--- src/rtl/axi2_rr_arbiter_if.sv ---
// rtl/axi2_rr_arbiter_if.sv - AXI3 five-channel bundle shared by both master ports and the bridge port
interface axi2_rr_arbiter_if #(
   parameter int ID_WIDTH   = 4,
   parameter int ADDR_WIDTH = 32
);
   logic [ID_WIDTH-1:0]   awid;
   logic [ADDR_WIDTH-1:0] awaddr;
   logic [3:0]            awlen;
   logic [2:0]            awsize;
   logic [1:0]            awburst;
   logic                  awvalid;
   logic                  awready;

   logic [ID_WIDTH-1:0]   wid;
   logic [63:0]           wdata;
   logic [7:0]            wstrb;
   logic                  wlast;
   logic                  wvalid;
   logic                  wready;

   logic [ID_WIDTH-1:0]   bid;
   logic [1:0]            bresp;
   logic                  bvalid;
   logic                  bready;

   logic [ID_WIDTH-1:0]   arid;
   logic [ADDR_WIDTH-1:0] araddr;
   logic [3:0]            arlen;
   logic [2:0]            arsize;
   logic [1:0]            arburst;
   logic                  arvalid;
   logic                  arready;

   logic [ID_WIDTH-1:0]   rid;
   logic [63:0]           rdata;
   logic [1:0]            rresp;
   logic                  rlast;
   logic                  rvalid;
   logic                  rready;

   modport master (
      output awid, awaddr, awlen, awsize, awburst, awvalid,
      input  awready,
      output wid, wdata, wstrb, wlast, wvalid,
      input  wready,
      input  bid, bresp, bvalid,
      output bready,
      output arid, araddr, arlen, arsize, arburst, arvalid,
      input  arready,
      input  rid, rdata, rresp, rlast, rvalid,
      output rready
   );

   modport slave (
      input  awid, awaddr, awlen, awsize, awburst, awvalid,
      output awready,
      input  wid, wdata, wstrb, wlast, wvalid,
      output wready,
      output bid, bresp, bvalid,
      input  bready,
      input  arid, araddr, arlen, arsize, arburst, arvalid,
      output arready,
      output rid, rdata, rresp, rlast, rvalid,
      input  rready
   );
endinterface

--- src/rtl/axi2_rr_arbiter.sv ---
// rtl/axi2_rr_arbiter.sv - two-master round-robin AXI3 arbiter, one transaction in flight
module axi2_rr_arbiter (
   input  logic              ACLK,
   input  logic              ARESETN,
   axi2_rr_arbiter_if.slave  m0,
   axi2_rr_arbiter_if.slave  m1,
   axi2_rr_arbiter_if.master s,
   output logic              LEN_ERR,
   output logic [1:0]        GRANT,
   output logic              BUSY
);
   typedef enum logic [2:0] {IDLE, WADDR, WDATA, WRESP, RADDR, RDATA} state_t;

   state_t     state;
   logic [1:0] ptr;
   logic [3:0] beat_cnt;
   logic [3:0] awlen_q;

   logic [3:0] req;
   logic [1:0] sel;
   logic [1:0] idx;
   logic       found;

   assign req = {m1.arvalid, m1.awvalid, m0.arvalid, m0.awvalid};

   always_comb begin
      sel   = ptr;
      idx   = ptr;
      found = 1'b0;
      for (int i = 0; i < 4; i++) begin
         idx = ptr + 2'(i);
         if (!found && req[idx]) begin
            sel   = idx;
            found = 1'b1;
         end
      end
   end

   // GRANT[1] picks the master; the active channel comes from the state alone.
   logic gm;
   logic ph_aw, ph_w, ph_b, ph_ar, ph_r;
   assign gm    = GRANT[1];
   assign ph_aw = (state == WADDR);
   assign ph_w  = (state == WDATA);
   assign ph_b  = (state == WRESP);
   assign ph_ar = (state == RADDR);
   assign ph_r  = (state == RDATA);

   assign s.awvalid = ph_aw & (gm ? m1.awvalid : m0.awvalid);
   assign s.awid    = ph_aw ? (gm ? m1.awid    : m0.awid)    : '0;
   assign s.awaddr  = ph_aw ? (gm ? m1.awaddr  : m0.awaddr)  : '0;
   assign s.awlen   = ph_aw ? (gm ? m1.awlen   : m0.awlen)   : '0;
   assign s.awsize  = ph_aw ? (gm ? m1.awsize  : m0.awsize)  : '0;
   assign s.awburst = ph_aw ? (gm ? m1.awburst : m0.awburst) : '0;
   assign m0.awready = ph_aw & ~gm & s.awready;
   assign m1.awready = ph_aw &  gm & s.awready;

   assign s.wvalid = ph_w & (gm ? m1.wvalid : m0.wvalid);
   assign s.wid    = ph_w ? (gm ? m1.wid   : m0.wid)   : '0;
   assign s.wdata  = ph_w ? (gm ? m1.wdata : m0.wdata) : '0;
   assign s.wstrb  = ph_w ? (gm ? m1.wstrb : m0.wstrb) : '0;
   assign s.wlast  = ph_w & (gm ? m1.wlast : m0.wlast);
   assign m0.wready = ph_w & ~gm & s.wready;
   assign m1.wready = ph_w &  gm & s.wready;

   assign s.bready  = ph_b & (gm ? m1.bready : m0.bready);
   assign m0.bvalid = ph_b & ~gm & s.bvalid;
   assign m1.bvalid = ph_b &  gm & s.bvalid;
   assign m0.bid    = (ph_b & ~gm) ? s.bid   : '0;
   assign m1.bid    = (ph_b &  gm) ? s.bid   : '0;
   assign m0.bresp  = (ph_b & ~gm) ? s.bresp : '0;
   assign m1.bresp  = (ph_b &  gm) ? s.bresp : '0;

   assign s.arvalid = ph_ar & (gm ? m1.arvalid : m0.arvalid);
   assign s.arid    = ph_ar ? (gm ? m1.arid    : m0.arid)    : '0;
   assign s.araddr  = ph_ar ? (gm ? m1.araddr  : m0.araddr)  : '0;
   assign s.arlen   = ph_ar ? (gm ? m1.arlen   : m0.arlen)   : '0;
   assign s.arsize  = ph_ar ? (gm ? m1.arsize  : m0.arsize)  : '0;
   assign s.arburst = ph_ar ? (gm ? m1.arburst : m0.arburst) : '0;
   assign m0.arready = ph_ar & ~gm & s.arready;
   assign m1.arready = ph_ar &  gm & s.arready;

   assign s.rready  = ph_r & (gm ? m1.rready : m0.rready);
   assign m0.rvalid = ph_r & ~gm & s.rvalid;
   assign m1.rvalid = ph_r &  gm & s.rvalid;
   assign m0.rid    = (ph_r & ~gm) ? s.rid   : '0;
   assign m1.rid    = (ph_r &  gm) ? s.rid   : '0;
   assign m0.rdata  = (ph_r & ~gm) ? s.rdata : '0;
   assign m1.rdata  = (ph_r &  gm) ? s.rdata : '0;
   assign m0.rresp  = (ph_r & ~gm) ? s.rresp : '0;
   assign m1.rresp  = (ph_r &  gm) ? s.rresp : '0;
   assign m0.rlast  = ph_r & ~gm & s.rlast;
   assign m1.rlast  = ph_r &  gm & s.rlast;

   logic aw_hs, w_hs, b_hs, ar_hs, r_hs;
   assign aw_hs = s.awvalid & s.awready;
   assign w_hs  = s.wvalid  & s.wready;
   assign b_hs  = s.bvalid  & s.bready;
   assign ar_hs = s.arvalid & s.arready;
   assign r_hs  = s.rvalid  & s.rready;

   always_ff @(posedge ACLK or negedge ARESETN) begin
      if (!ARESETN) begin
         state    <= IDLE;
         ptr      <= 2'd0;
         GRANT    <= 2'd0;
         BUSY     <= 1'b0;
         LEN_ERR  <= 1'b0;
         beat_cnt <= 4'd0;
         awlen_q  <= 4'd0;
      end else begin
         case (state)
            IDLE: begin
               if (|req) begin
                  GRANT <= sel;
                  ptr   <= sel + 2'd1;
                  BUSY  <= 1'b1;
                  state <= sel[0] ? RADDR : WADDR;
               end
            end
            WADDR: begin
               if (aw_hs) begin
                  awlen_q  <= s.awlen;
                  beat_cnt <= 4'd0;
                  state    <= WDATA;
               end
            end
            WDATA: begin
               // A missing WLAST on the AWLEN beat is flagged but the burst runs on to WLAST.
               if (w_hs) begin
                  beat_cnt <= beat_cnt + 4'd1;
                  if (s.wlast) begin
                     if (beat_cnt != awlen_q)
                        LEN_ERR <= 1'b1;
                     state <= WRESP;
                  end else if (beat_cnt == awlen_q) begin
                     LEN_ERR <= 1'b1;
                  end
               end
            end
            WRESP: begin
               if (b_hs) begin
                  state <= IDLE;
                  BUSY  <= 1'b0;
               end
            end
            RADDR: begin
               if (ar_hs)
                  state <= RDATA;
            end
            RDATA: begin
               if (r_hs && s.rlast) begin
                  state <= IDLE;
                  BUSY  <= 1'b0;
               end
            end
            default: begin
               state <= IDLE;
               BUSY  <= 1'b0;
            end
         endcase
      end
   end
endmodule

--- src/flat_wrapper.sv ---
// flat-port wrapper written by rule: the top's interface ports become plain ports
module axi2_rr_arbiter_flat 
  (ACLK, ARESETN, LEN_ERR, GRANT, BUSY, m0_awid, m0_awaddr, m0_awlen, m0_awsize, m0_awburst, m0_awvalid, m0_awready, m0_wid, m0_wdata, m0_wstrb, m0_wlast, m0_wvalid, m0_wready, m0_bid, m0_bresp, m0_bvalid, m0_bready, m0_arid, m0_araddr, m0_arlen, m0_arsize, m0_arburst, m0_arvalid, m0_arready, m0_rid, m0_rdata, m0_rresp, m0_rlast, m0_rvalid, m0_rready, m1_awid, m1_awaddr, m1_awlen, m1_awsize, m1_awburst, m1_awvalid, m1_awready, m1_wid, m1_wdata, m1_wstrb, m1_wlast, m1_wvalid, m1_wready, m1_bid, m1_bresp, m1_bvalid, m1_bready, m1_arid, m1_araddr, m1_arlen, m1_arsize, m1_arburst, m1_arvalid, m1_arready, m1_rid, m1_rdata, m1_rresp, m1_rlast, m1_rvalid, m1_rready, s_awid, s_awaddr, s_awlen, s_awsize, s_awburst, s_awvalid, s_awready, s_wid, s_wdata, s_wstrb, s_wlast, s_wvalid, s_wready, s_bid, s_bresp, s_bvalid, s_bready, s_arid, s_araddr, s_arlen, s_arsize, s_arburst, s_arvalid, s_arready, s_rid, s_rdata, s_rresp, s_rlast, s_rvalid, s_rready);
  axi2_rr_arbiter_if #(.ID_WIDTH(4), .ADDR_WIDTH(32)) m0_i ();
  axi2_rr_arbiter_if #(.ID_WIDTH(4), .ADDR_WIDTH(32)) m1_i ();
  axi2_rr_arbiter_if #(.ID_WIDTH(4), .ADDR_WIDTH(32)) s_i ();
  input  logic ACLK;
  input  logic ARESETN;
  output logic LEN_ERR;
  output logic [1:0] GRANT;
  output logic BUSY;
  input wire logic [$bits(m0_i.awid)-1:0] m0_awid;
  input wire logic [$bits(m0_i.awaddr)-1:0] m0_awaddr;
  input wire logic [$bits(m0_i.awlen)-1:0] m0_awlen;
  input wire logic [$bits(m0_i.awsize)-1:0] m0_awsize;
  input wire logic [$bits(m0_i.awburst)-1:0] m0_awburst;
  input wire logic [$bits(m0_i.awvalid)-1:0] m0_awvalid;
  output wire logic [$bits(m0_i.awready)-1:0] m0_awready;
  input wire logic [$bits(m0_i.wid)-1:0] m0_wid;
  input wire logic [$bits(m0_i.wdata)-1:0] m0_wdata;
  input wire logic [$bits(m0_i.wstrb)-1:0] m0_wstrb;
  input wire logic [$bits(m0_i.wlast)-1:0] m0_wlast;
  input wire logic [$bits(m0_i.wvalid)-1:0] m0_wvalid;
  output wire logic [$bits(m0_i.wready)-1:0] m0_wready;
  output wire logic [$bits(m0_i.bid)-1:0] m0_bid;
  output wire logic [$bits(m0_i.bresp)-1:0] m0_bresp;
  output wire logic [$bits(m0_i.bvalid)-1:0] m0_bvalid;
  input wire logic [$bits(m0_i.bready)-1:0] m0_bready;
  input wire logic [$bits(m0_i.arid)-1:0] m0_arid;
  input wire logic [$bits(m0_i.araddr)-1:0] m0_araddr;
  input wire logic [$bits(m0_i.arlen)-1:0] m0_arlen;
  input wire logic [$bits(m0_i.arsize)-1:0] m0_arsize;
  input wire logic [$bits(m0_i.arburst)-1:0] m0_arburst;
  input wire logic [$bits(m0_i.arvalid)-1:0] m0_arvalid;
  output wire logic [$bits(m0_i.arready)-1:0] m0_arready;
  output wire logic [$bits(m0_i.rid)-1:0] m0_rid;
  output wire logic [$bits(m0_i.rdata)-1:0] m0_rdata;
  output wire logic [$bits(m0_i.rresp)-1:0] m0_rresp;
  output wire logic [$bits(m0_i.rlast)-1:0] m0_rlast;
  output wire logic [$bits(m0_i.rvalid)-1:0] m0_rvalid;
  input wire logic [$bits(m0_i.rready)-1:0] m0_rready;
  input wire logic [$bits(m1_i.awid)-1:0] m1_awid;
  input wire logic [$bits(m1_i.awaddr)-1:0] m1_awaddr;
  input wire logic [$bits(m1_i.awlen)-1:0] m1_awlen;
  input wire logic [$bits(m1_i.awsize)-1:0] m1_awsize;
  input wire logic [$bits(m1_i.awburst)-1:0] m1_awburst;
  input wire logic [$bits(m1_i.awvalid)-1:0] m1_awvalid;
  output wire logic [$bits(m1_i.awready)-1:0] m1_awready;
  input wire logic [$bits(m1_i.wid)-1:0] m1_wid;
  input wire logic [$bits(m1_i.wdata)-1:0] m1_wdata;
  input wire logic [$bits(m1_i.wstrb)-1:0] m1_wstrb;
  input wire logic [$bits(m1_i.wlast)-1:0] m1_wlast;
  input wire logic [$bits(m1_i.wvalid)-1:0] m1_wvalid;
  output wire logic [$bits(m1_i.wready)-1:0] m1_wready;
  output wire logic [$bits(m1_i.bid)-1:0] m1_bid;
  output wire logic [$bits(m1_i.bresp)-1:0] m1_bresp;
  output wire logic [$bits(m1_i.bvalid)-1:0] m1_bvalid;
  input wire logic [$bits(m1_i.bready)-1:0] m1_bready;
  input wire logic [$bits(m1_i.arid)-1:0] m1_arid;
  input wire logic [$bits(m1_i.araddr)-1:0] m1_araddr;
  input wire logic [$bits(m1_i.arlen)-1:0] m1_arlen;
  input wire logic [$bits(m1_i.arsize)-1:0] m1_arsize;
  input wire logic [$bits(m1_i.arburst)-1:0] m1_arburst;
  input wire logic [$bits(m1_i.arvalid)-1:0] m1_arvalid;
  output wire logic [$bits(m1_i.arready)-1:0] m1_arready;
  output wire logic [$bits(m1_i.rid)-1:0] m1_rid;
  output wire logic [$bits(m1_i.rdata)-1:0] m1_rdata;
  output wire logic [$bits(m1_i.rresp)-1:0] m1_rresp;
  output wire logic [$bits(m1_i.rlast)-1:0] m1_rlast;
  output wire logic [$bits(m1_i.rvalid)-1:0] m1_rvalid;
  input wire logic [$bits(m1_i.rready)-1:0] m1_rready;
  output wire logic [$bits(s_i.awid)-1:0] s_awid;
  output wire logic [$bits(s_i.awaddr)-1:0] s_awaddr;
  output wire logic [$bits(s_i.awlen)-1:0] s_awlen;
  output wire logic [$bits(s_i.awsize)-1:0] s_awsize;
  output wire logic [$bits(s_i.awburst)-1:0] s_awburst;
  output wire logic [$bits(s_i.awvalid)-1:0] s_awvalid;
  input wire logic [$bits(s_i.awready)-1:0] s_awready;
  output wire logic [$bits(s_i.wid)-1:0] s_wid;
  output wire logic [$bits(s_i.wdata)-1:0] s_wdata;
  output wire logic [$bits(s_i.wstrb)-1:0] s_wstrb;
  output wire logic [$bits(s_i.wlast)-1:0] s_wlast;
  output wire logic [$bits(s_i.wvalid)-1:0] s_wvalid;
  input wire logic [$bits(s_i.wready)-1:0] s_wready;
  input wire logic [$bits(s_i.bid)-1:0] s_bid;
  input wire logic [$bits(s_i.bresp)-1:0] s_bresp;
  input wire logic [$bits(s_i.bvalid)-1:0] s_bvalid;
  output wire logic [$bits(s_i.bready)-1:0] s_bready;
  output wire logic [$bits(s_i.arid)-1:0] s_arid;
  output wire logic [$bits(s_i.araddr)-1:0] s_araddr;
  output wire logic [$bits(s_i.arlen)-1:0] s_arlen;
  output wire logic [$bits(s_i.arsize)-1:0] s_arsize;
  output wire logic [$bits(s_i.arburst)-1:0] s_arburst;
  output wire logic [$bits(s_i.arvalid)-1:0] s_arvalid;
  input wire logic [$bits(s_i.arready)-1:0] s_arready;
  input wire logic [$bits(s_i.rid)-1:0] s_rid;
  input wire logic [$bits(s_i.rdata)-1:0] s_rdata;
  input wire logic [$bits(s_i.rresp)-1:0] s_rresp;
  input wire logic [$bits(s_i.rlast)-1:0] s_rlast;
  input wire logic [$bits(s_i.rvalid)-1:0] s_rvalid;
  output wire logic [$bits(s_i.rready)-1:0] s_rready;
  assign m0_i.awid = m0_awid;
  assign m0_i.awaddr = m0_awaddr;
  assign m0_i.awlen = m0_awlen;
  assign m0_i.awsize = m0_awsize;
  assign m0_i.awburst = m0_awburst;
  assign m0_i.awvalid = m0_awvalid;
  assign m0_awready = m0_i.awready;
  assign m0_i.wid = m0_wid;
  assign m0_i.wdata = m0_wdata;
  assign m0_i.wstrb = m0_wstrb;
  assign m0_i.wlast = m0_wlast;
  assign m0_i.wvalid = m0_wvalid;
  assign m0_wready = m0_i.wready;
  assign m0_bid = m0_i.bid;
  assign m0_bresp = m0_i.bresp;
  assign m0_bvalid = m0_i.bvalid;
  assign m0_i.bready = m0_bready;
  assign m0_i.arid = m0_arid;
  assign m0_i.araddr = m0_araddr;
  assign m0_i.arlen = m0_arlen;
  assign m0_i.arsize = m0_arsize;
  assign m0_i.arburst = m0_arburst;
  assign m0_i.arvalid = m0_arvalid;
  assign m0_arready = m0_i.arready;
  assign m0_rid = m0_i.rid;
  assign m0_rdata = m0_i.rdata;
  assign m0_rresp = m0_i.rresp;
  assign m0_rlast = m0_i.rlast;
  assign m0_rvalid = m0_i.rvalid;
  assign m0_i.rready = m0_rready;
  assign m1_i.awid = m1_awid;
  assign m1_i.awaddr = m1_awaddr;
  assign m1_i.awlen = m1_awlen;
  assign m1_i.awsize = m1_awsize;
  assign m1_i.awburst = m1_awburst;
  assign m1_i.awvalid = m1_awvalid;
  assign m1_awready = m1_i.awready;
  assign m1_i.wid = m1_wid;
  assign m1_i.wdata = m1_wdata;
  assign m1_i.wstrb = m1_wstrb;
  assign m1_i.wlast = m1_wlast;
  assign m1_i.wvalid = m1_wvalid;
  assign m1_wready = m1_i.wready;
  assign m1_bid = m1_i.bid;
  assign m1_bresp = m1_i.bresp;
  assign m1_bvalid = m1_i.bvalid;
  assign m1_i.bready = m1_bready;
  assign m1_i.arid = m1_arid;
  assign m1_i.araddr = m1_araddr;
  assign m1_i.arlen = m1_arlen;
  assign m1_i.arsize = m1_arsize;
  assign m1_i.arburst = m1_arburst;
  assign m1_i.arvalid = m1_arvalid;
  assign m1_arready = m1_i.arready;
  assign m1_rid = m1_i.rid;
  assign m1_rdata = m1_i.rdata;
  assign m1_rresp = m1_i.rresp;
  assign m1_rlast = m1_i.rlast;
  assign m1_rvalid = m1_i.rvalid;
  assign m1_i.rready = m1_rready;
  assign s_awid = s_i.awid;
  assign s_awaddr = s_i.awaddr;
  assign s_awlen = s_i.awlen;
  assign s_awsize = s_i.awsize;
  assign s_awburst = s_i.awburst;
  assign s_awvalid = s_i.awvalid;
  assign s_i.awready = s_awready;
  assign s_wid = s_i.wid;
  assign s_wdata = s_i.wdata;
  assign s_wstrb = s_i.wstrb;
  assign s_wlast = s_i.wlast;
  assign s_wvalid = s_i.wvalid;
  assign s_i.wready = s_wready;
  assign s_i.bid = s_bid;
  assign s_i.bresp = s_bresp;
  assign s_i.bvalid = s_bvalid;
  assign s_bready = s_i.bready;
  assign s_arid = s_i.arid;
  assign s_araddr = s_i.araddr;
  assign s_arlen = s_i.arlen;
  assign s_arsize = s_i.arsize;
  assign s_arburst = s_i.arburst;
  assign s_arvalid = s_i.arvalid;
  assign s_i.arready = s_arready;
  assign s_i.rid = s_rid;
  assign s_i.rdata = s_rdata;
  assign s_i.rresp = s_rresp;
  assign s_i.rlast = s_rlast;
  assign s_i.rvalid = s_rvalid;
  assign s_rready = s_i.rready;
  axi2_rr_arbiter u_core (.ACLK(ACLK), .ARESETN(ARESETN), .m0(m0_i), .m1(m1_i), .s(s_i), .LEN_ERR(LEN_ERR), .GRANT(GRANT), .BUSY(BUSY));
endmodule
--- config.mk ---
export PLATFORM = sky130hd
export DESIGN_NAME = axi2_rr_arbiter_flat
export DESIGN_NICKNAME = d
export VERILOG_FILES = /design/src/rtl/axi2_rr_arbiter_if.sv /design/src/rtl/axi2_rr_arbiter.sv /design/src/flat_wrapper.sv
export SDC_FILE = /design/constraint.sdc
export NUM_CORES = 1
export LEC_CHECK = 0
export ABC_AREA = 1
export CAP_MARGIN = 20
export CORE_AREA = 2 2 303 305
export CTS_CLUSTER_DIAMETER = 30
export DETAILED_ROUTE_END_ITERATION = 8
export DIE_AREA = 0 0 305 307
export PLACE_DENSITY = 0.37
export SETUP_SLACK_MARGIN = 0.02
export SLEW_MARGIN = 10
export SYNTH_ARGS = -nofsm -noshare
export SYNTH_HDL_FRONTEND = slang
export SYNTH_SLANG_ARGS = --single-unit
--- constraint.sdc ---
create_clock -name ACLK -period 2.2 [get_ports ACLK]
set_input_delay 0.33 -clock ACLK [delete_from_list [all_inputs] [get_ports ACLK]]
set_output_delay 0.33 -clock ACLK [all_outputs]
set_load 0.05 [all_outputs]
==> flow_summary.yaml, run 1 <==
outcome:
  status: "finished, violations left"
  violations: "setup timing"
clocking:
  htreeDepth: 1
  cts_tree: "built"
  cts_made_buffers: 3
  clkTransAtPathRegs_ns: 0.06
  cts_root_buf: "clkbuf_16"
  clock_sinks: 17
  insertion_delay_ns: 0.25
  clk_path_buf_depth: 2
  ctsHoldBuffers: 0
placed_design:
  hpwlAfterDp_mm: 54.0
  place_area_um2: 18500
  place_ws_ns: -0.164
  place.gp.congestion: 0.865
  place_inst: 2818
  port_buffers: 767
yosys:
  yosys_register_bits: 17
  synth_area_um2: 4500
  synth.distinct_cells: 34
  ys.flop_type: "dfrtp_1"
  async_flop_share_pct: 100
  synth-edff-count: 0
  yosys-top-cells-area: "nand2_1, a22o_1, nor2_1"
  syn_area_per_cell_um2: 5.16
  yosysTopAreaCell: "nand2_1"
  yosysWarnings: 0
  syn_inst: 873
  synth_fp_nets: 1302
  seq_area_frac_synth_pct: 9.44
  synth_top_area_share_pct: 22.4
route:
  ant_nets: 0
  vias_per_cell: 3.23
  dr.pass1.iters: 4
  routed_wl_mm: 64.5
  drt_iter0_drc: 293
  drc: 0
  vias: 9301
  wl_per_cell_um: 22.4
hold_path:
  hp-class: "primary input to async pin"
sta:
  fin_skew_ns: 0.00264
  hold_violations: 0
  tightest_slew_ns: 0.412
  timing.fmax_ghz: 0.454
  setup_viol: 3
  period_share_pct: 100
  drv_slew: 0
  period_minus_slack_ns: 2.20
  setup_ws_ns: -0.00206
  rsz0062_at_grt: "yes"
  relSlewSlack_pct: 72.3
floorplanning:
  dieArea_um2: 93600
  die_y_um: 307
  dieWidth_um: 305
  core-area_um2: 90700
  start_util_pct: 4.97
  rows: 111
  io_pins: 768
grt:
  grt_max_degree: 46
  track_usage_pct: 12.5
  overflow: 0
  antenna_found_initial: 5
  grt_pass1_vias: 9728
  grt_pass1_wl_mm: 82.1
critical_path:
  worstSetupStartpoint: "u_core.state[2]"
  cp-start-kind: "flop"
  crit_chain: "inv_4 > buf_6 > nor3_4 > buf_12 > nand2_8 > clkbuf_16 > nor2_2 > buf_12"
  end_kind: "output pin"
  required_ns: 1.87
  cpPeakStageDelay_ns: 0.42
  path_class: "flop to output pin"
  worstPathArrival_ns: 1.87
  cp_max_fo: 10
  reg2reg_from: "u_core.GRANT[1]"
  cp_common_cell: "buf_12"
  r2r_setup_slack_ns: 0.22
  r2r_cells: 10
  crit_end: "m0_rdata[53]"
  worst_path_max_delay_cell: "dfrtp_2"
  r2r-end: "u_core.state[2]"
final_layout:
  layout.nets: 2120
  design_area_um2: 21100
  syn_to_final_growth_pct: 368
  stdcell_count: 2877
  drive_above_1_share_pct: 48.6
power:
  ir_drop_mv: 0.439
  powerDensity_nw_per_um2: 963
  power_mw: 20.3
  leakage_nw: 8.17
flow_run:
  maxCapViolCount: 0
==> cell families (layout without fill, tap and decap cells) <==
kind of cell / after synthesis / in the layout / share of synthesized area [%]
AOI/OAI and AO/OA: 190 / 190 / 28.0
xor gates and xnor gates: 7 / 7 / 1.36
adders and majority gates: 1 / 1 / 0.278
buffers and inverters: 168 / 983 / 17.1
DFF: 17 / 17 / 9.44
muxes: 1 / 1 / 0.222
other: 0 / 1 / 0
and+or+nand+nor: 489 / 491 / 43.6
==> metal layers <==
layer	wire length (um)	up-vias	GRT usage, %
met4	402	6	1.06
li1	-	4437	-
met3	4930	22	3.45
met2	35800	493	24.6
met1	23400	4343	13.6
met5	33	-	0
==> registers in the layout, indices dropped and copies added, names as in the netlist, named ones only <==
| name | cells |
|---|---|
| u_core.GRANT | 2 |
| u_core.state | 3 |
| u_core.BUSY | 1 |
| u_core.ptr | 1 |
| u_core.awlen_q | 4 |
| u_core.LEN_ERR | 1 |
| u_core.beat_cnt | 4 |
==> critical path: cells and delay by family, from the launching register on <==
family                 cells  cell delay [ns]
and+or+nand+nor            3             0.42
DFF                        1             0.42
buffers and inverters      5             0.75
==> where the power goes <==
group	internal [mW]	total [mW]	switching, mW
clock	0.244	0.379	0.135
sequential	0.458	0.699	0.240
combinational	8.37	19.2	10.9
==> layout by cell type (no fill, tap or decap), types with 3 or more instances in the layout <==
master / n
a21oi_1: 4
a21oi_2: 10
a21oi_4: 82
a22o_1: 9
a22o_2: 11
a22o_4: 57
buf_12: 355
buf_16: 17
buf_4: 41
buf_6: 10
buf_8: 8
clkbuf_16: 19
clkdlybuf4s50_1: 427
dfrtp_1: 13
dfrtp_2: 3
inv_1: 94
inv_2: 5
nand2_1: 268
nand2_2: 5
nand2_8: 3
nand3_1: 21
nor2_1: 9
nor2_2: 67
nor2_4: 100
nor3_2: 3
nor3_4: 4
o21ai_0: 6
o21ai_1: 4
o21ai_2: 3
xnor2_1: 6
==> Yosys cell counts (8+ instances only) <==
cell      instances
dfrtp_1          17
buf_2            16
inv_2             8
nand2_1         269
a21oi_1          94
o21ai_0           9
buf_6            14
inv_1            96
nor2_1          173
clkbuf_1         26
a22o_1           77
nand3_1          21
==> through the flow <==
step	TNS [ns]	utilization (%)	hold WS (ns)
after global routing	-1.86	23.2	0.386
after detailed placement	-0.564	20.4	0.501
after CTS	-1.94	21.7	0.383
final	-0.00456	23.2	0.368
after global placement	-0.738	20.4	0.492
after floorplan	-1.13	-	0.0344
==> cell type report <==
class	instances	area [um2]
antenna	1	2.50
clock buffer	3	75.1
clock inverter	1	5.00
fill	9734	69600
inverter	104	442
multi-input combinational	690	5840
sequential	17	433
tap	1186	1480
timing repair buffer	874	12800
timing repair inverter	1	11.3
==> how the worst min path moves through the flow <==
| stage | slack (ns) | endpoint | cells past startpoint | startpoint |
|---|---|---|---|---|
| finish | 0.37 | u_core.GRANT[0] | 1 | ARESETN |
| global route | 0.39 | u_core.state[1] | 1 | ARESETN |
| CTS | 0.38 | u_core.GRANT[0] | 1 | ARESETN |
| detailed placement | 0.50 | u_core.awlen_q[1] | 2 | u_core.awlen_q[1] |
| global placement | 0.49 | u_core.GRANT[0] | 1 | u_core.GRANT[0] |
| floorplan | 0.03 | async pin | 0 | ARESETN |
==> repair_timing <==
action | in CTS | in global routing
pin swaps | 8 | 12
resized for setup | 139 | 155
cloned | 8 | 21
hold endpoints to repair | 0 | 0
setup endpoints to repair | 279 | 309
setup buffers | 14 | 15
Power figures use the tool's default switching activity.
==> run 2, diff against run 1 <==
==> constraint.sdc (replaced) <==
create_clock -name ACLK -period 2.2 [get_ports ACLK]
set_input_delay 0.22 -clock ACLK [delete_from_list [all_inputs] [get_ports ACLK]]
set_output_delay 0.22 -clock ACLK [all_outputs]
set_load 0.05 [all_outputs]
==> run 2 against run 1 <==
  * The run now ends clean
  * Register-to-register slack got worse by 0.02 ns
  * Cell count fell by 1.5%
  * Clock skew about the same
  * Core utilization fell by 2.8 points
  * Combinational power down 11%
  * Largest cell class unchanged
==> flow_summary.yaml, run 2 (synthesized netlist as in run 1, its figures left out) <==
outcome:
  status: "finished clean"
placed_design:
  place_area_um2: 17500
  place.gp.congestion: 0.840
  port_buffers: 767
  hpwlAfterDp_mm: 55.2
  place_inst: 2810
clocking:
  cts_root_buf: "clkbuf_16"
  clk_path_buf_depth: 2
  insertion_delay_ns: 0.25
  clkTransAtPathRegs_ns: 0.05
  cts_made_buffers: 3
  ctsHoldBuffers: 0
  clock_sinks: 17
  htreeDepth: 1
  cts_tree: "built"
critical_path:
  cp-start-kind: "flop"
  cp_max_fo: 12
  worst_path_max_delay_cell: "dfrtp_2"
  end_kind: "output pin"
  cpPeakStageDelay_ns: 0.45
  worstPathArrival_ns: 1.90
  crit_chain: "clkinv_4 > nand3_4 > nor2_4 > buf_4 > clkbuf_16 > a22o_1 > buf_12"
  required_ns: 1.98
  r2r_cells: 10
  reg2reg_from: "u_core.GRANT[1]"
  path_class: "flop to output pin"
  r2r-end: "u_core.state[0]"
  r2r_setup_slack_ns: 0.20
final_layout:
  top_regs: "u_core.awlen_q x4, u_core.beat_cnt x4, u_core.state x3"
  antenna_cells: 0
  design_area_um2: 18500
  syn_to_final_growth_pct: 311
  final_common_cell: "clkdlybuf4s50_1"
  layout.nets: 2079
  drive_above_1_share_pct: 36.1
  stdcell_count: 2835
  final_cell_mix: "clkdlybuf4s50_1, buf_12, nand2_1"
route:
  vias_per_cell: 3.24
  ant_nets: 0
  vias: 9182
  drt_iter0_drc: 356
  drc: 0
  wl_per_cell_um: 22.1
  dr.pass1.iters: 5
  routed_wl_mm: 62.7
floorplanning:
  io_pins: 768
  rows: 111
  dieWidth_um: 305
  dieArea_um2: 93600
  die_y_um: 307
  core-area_um2: 90700
  start_util_pct: 4.97
power:
  powerDensity_nw_per_um2: 974
  leakage_nw: 7.50
  ir_drop_mv: 0.509
sta:
  relSlewSlack_pct: 50.1
  fin_skew_ns: 0.00247
  drv_slew: 0
  period_share_pct: 96.3
  setup_viol: 0
  period_minus_slack_ns: 2.12
  timing.fmax_ghz: 0.472
  hold_violations: 0
  rsz0062_at_grt: "yes"
  tightest_slew_ns: 0.728
  tns_ns: 0
flow_run:
  maxCapViolCount: 0
grt:
  grt_pass1_vias: 9686
  overflow: 0
  antenna_found_initial: 8
  grt_pass1_wl_mm: 82.1
  grt_max_degree: 46
  track_usage_pct: 12.5
hold_path:
  hp-class: "primary input to async pin"
-- run 2: cell count changes in the layout (fill, tap and decap cells not counted), sizes merged --
cell    previous run  this run
diode              1         0
bufinv             1         0
inv              104       103
clkinv             1         2
nand2            277       275
bufbuf             0         2
buf              431       403
clkbuf            19         7
-- run 2: timing repair --
action / in CTS / in global routing
endpoints found under the setup margin: 191 / 123
setup buffers: 11 / 2
resized for setup: 48 / 61
endpoints found under the hold margin: 0 / 0
pin swaps: 1 / 4
gates cloned: 5 / 4
-- run 2: worst max-delay path by stage --
stage / end / slack, ns / from
after floorplan: m0_arready / -0.18 / u_core.GRANT[1]
after global placement: u_core.state[0] / -0.14 / u_core.GRANT[1]
after detailed placement: u_core.state[0] / -0.15 / u_core.GRANT[1]
after CTS: s_awsize[2] / 0.02 / u_core.GRANT[1]
after global routing: s_wdata[10] / 0.0005 / u_core.state[0]
final: s_wdata[8] / 0.08 / u_core.state[2]
-- run 2: final cells by class --
cell class	instances	area (um2)
clock buffers	3	75.1
multi-input cells	688	4180
inverters	104	413
repair buffers	836	11900
flip-flops and latches	17	432
fillers	9942	72200
clock inverters	1	5.00
well taps	1186	1480
-- run 2: where the power goes --
group	internal [mW]	switching, mW	total, mW	leakage (nW)
registers	0.456	0.185	0.641	0.213
clock network	0.243	0.122	0.365	0.0409
logic	7.06	9.96	17.0	7.24
-- run 2: metal layers --
metal | GRT usage [%] | part of all wire, %
met2 | 22.6 | 51
met1 | 15.3 | 41
met5 | 0 | 0.040
met4 | 1.14 | 0.77
met3 | 3.14 | 6.9
-- run 2: critical path, delay by kind of cell (launching register included) --
family	cells	cell delay, ns
buffers and inverters	4	0.61
flip-flops	1	0.45
AND/OR/NAND/NOR	2	0.31
AO/OA/AOI/OAI	1	0.26
-- run 2: through the flow --
stage	power, mW	setup WS (ns)	util, %	hold WS [ns]
final	18.0	0.0820	20.4	0.300
after detailed placement	16.8	-0.149	19.3	0.466
after CTS	18.1	0.0182	20.0	0.311
after global placement	16.8	-0.136	19.3	0.464
after global routing	19.0	0.000532	20.4	0.333
after floorplan	8.29	-0.179	-	-0.0756
==> edit 1: new RTL, flow settings as in run 2 <==
Make the reset (`ARESETN`) synchronous in one clocked block.
--- a/src/rtl/axi2_rr_arbiter.sv
+++ b/src/rtl/axi2_rr_arbiter.sv
@@ -101,3 +101,3 @@
 
-   always_ff @(posedge ACLK or negedge ARESETN) begin
+   always_ff @(posedge ACLK) begin
       if (!ARESETN) begin
Formal check against the unedited RTL: differs if ARESETN is asserted again (counterexample within 4 cycles, from zero or initial values and one cycle with ARESETN low); with ARESETN held inactive, the same outputs for 4 cycles.
==> edit 1 against run 2 <==
The run now ends with setup timing left. Count of clock-buffer cells in the layout stayed put. Via count up 6.8%. Synthesized area increased by 1.8%. First-iteration DRC count increased by 12%. Fmax shrank 3.9%. Sequential cell count unchanged. Routed wire length up 10%. Cell area is 6.0% higher. Clock power is essentially flat. Total power decreased by 9.3%. Sequential power is 11% lower. Setup slack worse by 0.085 ns. Synthesized cell count rose by 19%. Highest routed layer unchanged.
==> edit 1: results (changes against run 2) <==
largest driver fanout on the critical path=43 (+31); nets in the synthesized netlist=1,470 (+13%); number of standard cells in the layout, taps in and fillers out=2,984 (+5.3%); combinational group share of total power=0.943 (about the same); Least-Margin Pin Slew=0.6100 ns (-0.1181 ns); layout cells sized above 1=0.3853 (+0.02443); proportion of synthesized chip area in sequential cells=0.07420 (-0.02025); launching element of the worst setup path=u_core.state[2]$_SDFFE_PN0P_; ranking of synthesized cells by instance count=sky130_fd_sc_hd__nand2_1, sky130_fd_sc_hd__nor2_1, sky130_fd_sc_hd__a21oi_1; number of gates resized after CTS=15 (-69%); Worst path slowest cell=sky130_fd_sc_hd__dfxtp_2; leakage power summed over all cells=7.368 nW (-1.7%); wire length on met1=27.52 mm (+5.9%); detailed router's first-iteration violation count=398 (+12%); number of global-route vias before repair=10,550 (+9.0%); wire length of the first global-routing pass=91.45 mm (+11%); depth of the worst hold-timing path=2; fillcell total=9,903 (-0.39%); switching share of power=0.5991 (+0.02960); GRT Overall Usage=0.1397 (+0.01484); worst setup slack for register-to-register paths=0.33 ns (+0.13 ns); violations in the final reports=setup timing; relative contribution of the clock network to total power=0.022 (+0.002); crit-path leading delay family=buffers and inverters; worst reg2reg startpoint=u_core.state[1]$_SDFFE_PN0P_; Post-DP HPWL=61.60 mm (+12%); worst path setup slack after routing=-0.003128 ns (-0.08509 ns); # setup viols final=1 (+1); met1 global-route usage=0.1629 (+0.009647); Cell Count Post-Placement=2,969 (+5.7%); main area contributors after synthesis=sky130_fd_sc_hd__nand2_1, sky130_fd_sc_hd__a21oi_1, sky130_fd_sc_hd__nor2_1; combinational logic power=0.0154 W (-9%); status=complete, but fails checks; GR Layer Usage met2=0.2487 (+0.02283); number of antenna violations at the first check in global routing=24 (+16); dominant synthesized flop cell=sky130_fd_sc_hd__dfxtp_1; largest registers in the final layout=u_core.awlen_q x4, u_core.beat_cnt x4, u_core.state x3; final-stage net count=2,221 (+6.8%); Worst VDD drop=0.6257 mV (+23%); fraction of met3 tracks used by global routing=0.04755 (+0.01613); Worst Clk Skew=0.004001 ns (+0.001526 ns); Post-Syn Area per Cell=4.406 µm² (-15%); total via count after detailed routing=9,806 (+6.8%); worst reg-to-reg path cell count=12 (+2); count of different cell masters after synthesis=26 (-24%); classification of the worst-slack hold path=flip-flop to flip-flop; Worst path max stage delay=0.40 ns (-0.05 ns); destination of the worst register-to-register timing path=u_core.state[0]$_SDFFE_PN0P_; average wire per cell in the routed design=23.19 µm (+4.9%); Synth async-reset ratio=0 (-1.000); final weighted congestion of routability-driven global placement=0.8415 (+0.19%)
## edit 1: layout make-up
type,count,area [µm²],area share
Sequential cell,17,350.3,0.01784
Clock buffer,3,75.07,0.003822
Inverter,112,464.2,0.02364
Antenna cell,7,17.52,0.0008919
Timing Repair Buffer,821,11690,0.5953
Multi-Input combinational cell,837,5553,0.2827
Tap cell,1186,1484,0.07556
Clock inverter,1,5.005,0.0002548
## edit 1: stage by stage
| step | util | hold slack, ns | area [µm²] | TNS, ns | setup slack (ns) |
|---|---|---|---|---|---|
| 2_1_floorplan | - | 0.3584 | 6471 | -4.146 | -0.2817 |
| 3_3_place_gp | 0.2125 | 0.4471 | 19270 | 0 | 0.1320 |
| 3_5_place_dp | 0.2125 | 0.4447 | 19270 | 0 | 0.08156 |
| 4_1_cts | 0.2142 | 0.4541 | 19420 | 0 | 0.03452 |
| 5_1_grt | 0.2165 | 0.4869 | 19630 | -0.7931 | -0.05110 |
| 6_report | 0.2166 | 0.4497 | 19640 | -0.003128 | -0.003128 |
## edit 1: worst max path at each step
stage,end,cells after the start
5_1_grt,m1_rdata[59],7
6_report,m1_rdata[59],7
3_3_place_gp,s_arburst[1],6
2_1_floorplan,m1_arready,5
3_5_place_dp,s_arburst[1],7
4_1_cts,s_arburst[1],7
## edit 1: logic make-up (layout without fill, tap and decap cells)
group | count (synthesis) | count (layout) | synth area share
adder cells (fa/ha/maj) | 1 | 1 | 0.002727
AO/OA/AOI/OAI | 196 | 196 | 0.2155
buffers and inverters | 187 | 937 | 0.1574
AND/OR/NAND/NOR | 634 | 634 | 0.5385
multiplexers | 1 | 1 | 0.002182
other | 0 | 7 | 0
XOR/XNOR | 5 | 5 | 0.009547
flip-flops | 17 | 17 | 0.07420
==> edit 2: new RTL, config.mk and constraints of run 2 <==
Without the edit above. `ID_WIDTH` is set to 4 in 4 places; all go to 3.
--- a/src/rtl/axi2_rr_arbiter_if.sv
+++ b/src/rtl/axi2_rr_arbiter_if.sv
@@ -2,3 +2,3 @@
 interface axi2_rr_arbiter_if #(
-   parameter int ID_WIDTH   = 4,
+   parameter int ID_WIDTH   = 3,
    parameter int ADDR_WIDTH = 32
--- a/src/flat_wrapper.sv
+++ b/src/flat_wrapper.sv
@@ -3,5 +3,5 @@
   (ACLK, ARESETN, LEN_ERR, GRANT, BUSY, m0_awid, m0_awaddr, m0_awlen, m0_awsize, m0_awburst, m0_awvalid, m0_awready, m0_wid, m0_wdata, m0_wstrb, m0_wlast, m0_wvalid, m0_wready, m0_bid, m0_bresp, m0_bvalid, m0_bready, m0_arid, m0_araddr, m0_arlen, m0_arsize, m0_arburst, m0_arvalid, m0_arready, m0_rid, m0_rdata, m0_rresp, m0_rlast, m0_rvalid, m0_rready, m1_awid, m1_awaddr, m1_awlen, m1_awsize, m1_awburst, m1_awvalid, m1_awready, m1_wid, m1_wdata, m1_wstrb, m1_wlast, m1_wvalid, m1_wready, m1_bid, m1_bresp, m1_bvalid, m1_bready, m1_arid, m1_araddr, m1_arlen, m1_arsize, m1_arburst, m1_arvalid, m1_arready, m1_rid, m1_rdata, m1_rresp, m1_rlast, m1_rvalid, m1_rready, s_awid, s_awaddr, s_awlen, s_awsize, s_awburst, s_awvalid, s_awready, s_wid, s_wdata, s_wstrb, s_wlast, s_wvalid, s_wready, s_bid, s_bresp, s_bvalid, s_bready, s_arid, s_araddr, s_arlen, s_arsize, s_arburst, s_arvalid, s_arready, s_rid, s_rdata, s_rresp, s_rlast, s_rvalid, s_rready);
-  axi2_rr_arbiter_if #(.ID_WIDTH(4), .ADDR_WIDTH(32)) m0_i ();
-  axi2_rr_arbiter_if #(.ID_WIDTH(4), .ADDR_WIDTH(32)) m1_i ();
-  axi2_rr_arbiter_if #(.ID_WIDTH(4), .ADDR_WIDTH(32)) s_i ();
+  axi2_rr_arbiter_if #(.ID_WIDTH(3), .ADDR_WIDTH(32)) m0_i ();
+  axi2_rr_arbiter_if #(.ID_WIDTH(3), .ADDR_WIDTH(32)) m1_i ();
+  axi2_rr_arbiter_if #(.ID_WIDTH(3), .ADDR_WIDTH(32)) s_i ();
   input  logic ACLK;
Interface: changed (15 resized); port bits go from 768 to 753. No check against the original RTL was run, so the function may have changed too.
==> edit 2 against run 2 <==
Critical path depth unchanged. Setup slack better by 0.0048 ns. Non-clock buffer count is 24 lower. Hold slack improved by 0.036 ns. Cell area down 4.7%. Clock power increased by 6.8%. Synthesized area decreased by 3.0%. Routed wire length down 2.6%. Total power down 4.7%. Synthesized cell count fell by 1.6%. Critical endpoint is now s_wdata[49]. Die area stayed put. Sequential cell count is the same.
==> edit 2: results (changes against run 2) <==
status=complete, no violations; Fin Hold WS=0.3357 ns (+0.03619 ns); GR Layer Usage met2=0.2208 (-0.005086); Seq. pwr=0.000659 W (+3%); Cell Count Post-Placement=2,773 (-1.3%); final-stage net count=2,034 (-2.2%); count of different cell masters after synthesis=35 (+2.9%); GRT Overall Usage=0.1206 (-0.004305); share of the synthesized area in compound gates (AO/OA/AOI/OAI)=0.2841 (+0.004356); Critical Path Sink=s_wdata[49]; fraction of met3 tracks used by global routing=0.04721 (+0.01578); Data buffer area share=0.6244 (-0.01968); Place WS=0.02297 ns (+0.1716 ns); detailed router's first-iteration violation count=348 (-2.2%); wire length on met1=23.16 mm (-11%); number of global-route vias before repair=9,340 (-3.6%); area used by sequential logic in the layout=430.4 µm² (-0.29%); Post-DP HPWL=53.00 mm (-3.9%); count of multi-input gates=677 (-1.6%); area post-placement=16,640 µm² (-4.9%); destination of the worst register-to-register timing path=u_core.state[2]$_DFFE_PN0P_; internal power=0.007318 W (-5.7%); Post-Synth Adder-Cell Area=0.002864 (+0.00008591); wire length of the first global-routing pass=78.85 mm (-3.9%); share of cell area taken by muxes after synthesis=0.002291 (+0.00006873); pin count of the biggest net entering global routing=72 (+57%); final weighted congestion of routability-driven global placement=0.8936 (+6.4%); fillcell total=10,040 (+0.94%); leakage power summed over all cells=7.235 nW (-3.5%); largest driver fanout on the critical path=9 (-3); Inserted Diodes=2 (+2); launching element of the worst setup path=u_core.GRANT[1]$_DFFE_PN0P_
-- edit 2: cell types whose count changed after synthesis, sizes merged, moves of 2 or more --
cell	before	now
nor2	176	172
buf	38	24
inv	104	102
clkbuf	26	39
nand2	275	271
a21oi	96	94
-- edit 2: worst max-delay path, cell delays in order, from the launching register on --
cell,delay (ns)
sky130_fd_sc_hd__dfrtp_4,0.49
sky130_fd_sc_hd__buf_4,0.20
sky130_fd_sc_hd__nor2_4,0.06
sky130_fd_sc_hd__buf_4,0.15
sky130_fd_sc_hd__clkbuf_16,0.17
sky130_fd_sc_hd__buf_4,0.14
sky130_fd_sc_hd__a22o_4,0.26
sky130_fd_sc_hd__buf_12,0.15
-- edit 2: timing repair --
action                                  in CTS  in global routing
pin swaps                                    4                  6
hold buffers                                 0                  0
endpoints found under the setup margin     119                117
resized for setup                           42                 46
hold endpoints to repair                     0                  0
buffers inserted                             6                  8
cloned                                       4                  4
-- edit 2: how the worst min path moves through the flow --
stage / depth (start not counted) / endpoint / slack [ns] / from
after floorplan: 0 / asynchronous set/reset pin / -0.08 / ARESETN
after global placement: 1 / u_core.LEN_ERR$_DFFE_PN0P_ / 0.48 / u_core.LEN_ERR$_DFFE_PN0P_
after detailed placement: 1 / u_core.LEN_ERR$_DFFE_PN0P_ / 0.47 / u_core.LEN_ERR$_DFFE_PN0P_
after CTS: 2 / u_core.GRANT[1]$_DFFE_PN0P_ / 0.35 / ARESETN
after global routing: 2 / u_core.GRANT[1]$_DFFE_PN0P_ / 0.36 / ARESETN
final: 2 / u_core.GRANT[1]$_DFFE_PN0P_ / 0.34 / ARESETN
